File: src/rtl/demux1_2_reg.sv
// ============================================================================
// Module   : demux1_2_reg
// Purpose  : Registered 1-to-2 demultiplexer with a one-word valid/ready
//            holding register per output channel. The optional per-channel
//            drain counters are enabled by defining DEMUX_CONTADOR_EN.
// Revision : 1.0 - initial release
// ============================================================================
`default_nettype none

module demux1_2_reg #(
    parameter int W = 4
) (
    input  logic         Clock,
    input  logic         Resetn,
    input  logic [W-1:0] Entrada,
    input  logic         Controle,
    input  logic         EntradaValida,
    output logic         EntradaPronta,
    output logic [W-1:0] Saida0,
    output logic         Valida0,
    input  logic         Pronta0,
    output logic [W-1:0] Saida1,
    output logic         Valida1,
    input  logic         Pronta1
`ifdef DEMUX_CONTADOR_EN
    ,
    output logic [7:0]   Contagem0,
    output logic [7:0]   Contagem1
`endif
);

    logic [W-1:0] data_q  [2];
    logic [1:0]   valid_q;
    logic [1:0]   ready;
    logic [1:0]   accept;
    logic [1:0]   drain;
    logic         take;

    assign ready = {Pronta1, Pronta0};

    // Only the selected channel decides whether the input word can be taken.
    assign EntradaPronta = Controle ? (~valid_q[1] | Pronta1)
                                    : (~valid_q[0] | Pronta0);
    assign take          = EntradaValida & EntradaPronta;
    assign accept        = {take & Controle, take & ~Controle};
    assign drain         = valid_q & ready;

    generate
        for (genvar ch = 0; ch < 2; ch++) begin : g_ch
            // Accept wins over drain so a full channel can stream 1 word/cycle.
            always_ff @(posedge Clock or negedge Resetn) begin
                if (!Resetn) begin
                    valid_q[ch] <= 1'b0;
                    data_q[ch]  <= '0;
                end else if (accept[ch]) begin
                    valid_q[ch] <= 1'b1;
                    data_q[ch]  <= Entrada;
                end else if (drain[ch]) begin
                    valid_q[ch] <= 1'b0;
                end
            end
        end
    endgenerate

    assign Saida0  = data_q[0];
    assign Saida1  = data_q[1];
    assign Valida0 = valid_q[0];
    assign Valida1 = valid_q[1];

`ifdef DEMUX_CONTADOR_EN
    logic [7:0] count_q [2];

    generate
        for (genvar ch = 0; ch < 2; ch++) begin : g_cnt
            always_ff @(posedge Clock or negedge Resetn) begin
                if (!Resetn) begin
                    count_q[ch] <= 8'd0;
                end else if (drain[ch]) begin
                    count_q[ch] <= count_q[ch] + 8'd1;
                end
            end
        end
    endgenerate

    assign Contagem0 = count_q[0];
    assign Contagem1 = count_q[1];
`endif

endmodule

`default_nettype wire
File: config.mk
export PLATFORM = sky130hd
export DESIGN_NAME = demux1_2_reg
export DESIGN_NICKNAME = d
export VERILOG_FILES = /design/src/rtl/demux1_2_reg.sv
export SDC_FILE = /design/constraint.sdc
export NUM_CORES = 1
export LEC_CHECK = 0
export CORE_AREA = 3 3 40 42
export CTS_CLUSTER_SIZE = 8
export DETAILED_ROUTE_END_ITERATION = 16
export DIE_AREA = 0 0 43 45
export PLACE_DENSITY_LB_ADDON = 0.05
export SLEW_MARGIN = 10
export SYNTH_ARGS = -nofsm -noshare
export SYNTH_HDL_FRONTEND = slang
export SYNTH_SLANG_ARGS = --single-unit
File: constraint.sdc
create_clock -name Clock -period 1.7 [get_ports Clock]
set_input_delay 0.255 -clock Clock [delete_from_list [all_inputs] [get_ports Clock]]
set_output_delay 0.255 -clock Clock [all_outputs]
set_load 0.01 [all_outputs]
==> results.sh <==
export IMPL_via_per_inst=4.420
export IMPL_slew_violations=0
export IMPL_placed_cells=66
export IMPL_synth_area_top_cells="dfrtp_1, mux2_2, nand2b_4"
export IMPL_final_area_um2=691.9
export IMPL_yosysSeqAreaShare=0.5831
export IMPL_rsz0062_at_grt="no"
export IMPL_dp_hpwl_um=714.7
export IMPL_grt_pass1_wl_mm=1.455
export IMPL_ys_types=9
export IMPL_die_y_um=45
export IMPL_via_count=305
export IMPL_yosys_area_top_type_share=0.5831
export IMPL_path_class="in2out"
export IMPL_finalSetupTns_ps=0
export IMPL_place_gp_congestion=0.6928
export IMPL_wl_per_cell_um=12.35
export IMPL_antenna_found_initial=0
export IMPL_r2r_worst_path_cells=4
export IMPL_period_share=0.8992
export IMPL_clk_pin_slew_ps=50
export IMPL_instances_no_fill=69
export IMPL_status="complete, no violations"
export IMPL_grt_overflow=0
export IMPL_p_leak_nw=0.3032
export IMPL_dieArea_mm2=0.001935
export IMPL_grt_max_degree=11
export IMPL_cp_slowest_cell="clkdlybuf4s50_1"
export IMPL_routed_wl_um=852
export IMPL_io_buffers=20
export IMPL_coreArea_mm2=0.001285
export IMPL_cp_max_fo=2
export IMPL_ioPinCount=21
export IMPL_final_core_util=0.5385
export IMPL_cts_setup_buffers=0
export IMPL_endpoint="EntradaPronta"
export IMPL_setup_viol=0
export IMPL_r2r_start="Valida1"
export IMPL_avgSynthCellArea_um2=15.33
export IMPL_cts_sinks=10
export IMPL_startpoint="Pronta0"
export IMPL_finalPower_mw=0.6400
export IMPL_peakVddDrop_uv=510.5
export IMPL_hold_buffers=0
export IMPL_dieWidth_um=43
export IMPL_drive_above_1_share=0.3519
export IMPL_skew_ps=0.1405
export IMPL_place_ws_ps=-121.5
export IMPL_drt_pass1_iter_count=1
export IMPL_insertion_delay_ps=250
export IMPL_cp_data_required_time_ps=1440
export IMPL_worstSetupStartpointType="primary input"
export IMPL_syn_inst=28
export IMPL_start_util=0.3340
export IMPL_placedInstanceArea_um2=670.6
export IMPL_yosysTopAreaCell="dfrtp_1"
export IMPL_rrSetupSlack_ps=440
export IMPL_yosys_warnings=0
export IMPL_fmax_mhz=654.1
export IMPL_holdWs_ps=305.2
export IMPL_antenna_left=0
export IMPL_ctsRootBufferMaster="clkbuf_4"
export IMPL_worst_slew_pin_slew_ps=424.0
export IMPL_p_per_area_mw_per_mm2=924.9
export IMPL_setup_ws_ps=171.3
export IMPL_hold_class="in2async"
export IMPL_ys_ff_latch=10
export IMPL_maxCapViolCount=0
export IMPL_drc=0
export IMPL_synth_area_um2=429.2
export IMPL_reg2reg_to="Saida1[0]"
export IMPL_hold_violations=0
export IMPL_cts_resized_gates=1
export IMPL_num_antenna_cells=0
export IMPL_maxSlewHeadroom=0.7165
export IMPL_end_kind="output port"
export IMPL_grt_usage=0.1081
export IMPL_min_period_ps=1529
export IMPL_grt_pass1_vias=321
export IMPL_max_stage_delay_ps=460
export IMPL_htreeDepth=1
export IMPL_cts_tree="done"
export IMPL_cts_buffers_inserted=3
export IMPL_final_net_count=66
export IMPL_cp_cell_sequence="clkdlybuf4s50_1 -> nand2b_4 -> nor2_1 -> a21oi_1 -> dlygate4sd2_1"
export IMPL_drt_initial_drc_count=0
export IMPL_clockBufferDepth=2
export IMPL_std_cell_rows=13
export IMPL_syn_nets=38
export IMPL_cp_arrival_ps=1270
export IMPL_syn2layout_area_growth_pct=61.22
## state kept, by name (all words and copies together), names as in the netlist
name     cells
Saida0       4
Saida1       4
Valida0      1
Valida1      1
## how the worst min path moves through the flow
stage | end | slack (ps) | from
2_1_floorplan | Saida0[0] | -40 | Resetn
3_3_place_gp | Saida1[2] | 490 | Saida1[2]
3_5_place_dp | Saida1[1] | 500 | Saida1[1]
4_1_cts | Valida1 | 320 | Resetn
5_1_grt | Valida1 | 330 | Resetn
6_report | Valida1 | 310 | Resetn
## cell type report
cell class	instances	area, um^2
fillers	112	593.1
flip-flops and latches	10	250.2
repair buffers	23	221.5
multi-input cells	18	178.9
clock buffers	3	22.52
well taps	15	18.77
## Yosys cell counts (all sizes together)
library cell,n
a21oi,1
nor2,2
mux2,8
dfrtp,10
nand2b,3
nand2,2
nor2b,2
## layer usage
layer	part of all wire	vias to the layer above	GRT usage
met5	0	-	0
met4	0.0047	0	0.05422
met3	0.10	2	0.06375
met2	0.49	15	0.1707
met1	0.40	142	0.1156
li1	-	146	-
## critical path: cells and delay by family
kind | cells | cell delay [ps]
simple gates | 2 | 160
compound gates | 1 | 110
buf+inv | 2 | 750
## power breakdown
part,internal [mW],leakage (nW),switching [mW],total (mW)
logic,0.129,0.171,0.0664,0.196
registers,0.277,0.118,0.0197,0.297
clock network,0.0809,0.0138,0.0664,0.147
## cell usage in the layout, fill, tap and decap left out
master           synthesis  layout
mux2_2                   8       8
nor2b_4                  2       2
buf_4                    0       3
dfrtp_1                 10      10
nor2_4                   1       1
nand2b_4                 2       2
clkdlybuf4s50_1          0      19
dlygate4sd2_1            0       1
a21oi_1                  1       1
clkbuf_4                 0       3
nand2_1                  2       2
nor2_1                   1       1
nand2b_1                 1       1
## cells by family (layout without fill, tap and decap cells)
kind of cell	Yosys count	in the layout	share of synthesized area
DFF	10	10	0.5831
buffers and inverters	0	26	0
and+or+nand+nor	9	9	0.1954
muxes	8	8	0.2099
AOI/OAI and AO/OA	1	1	0.01165
(Power assumes the default switching activity.)
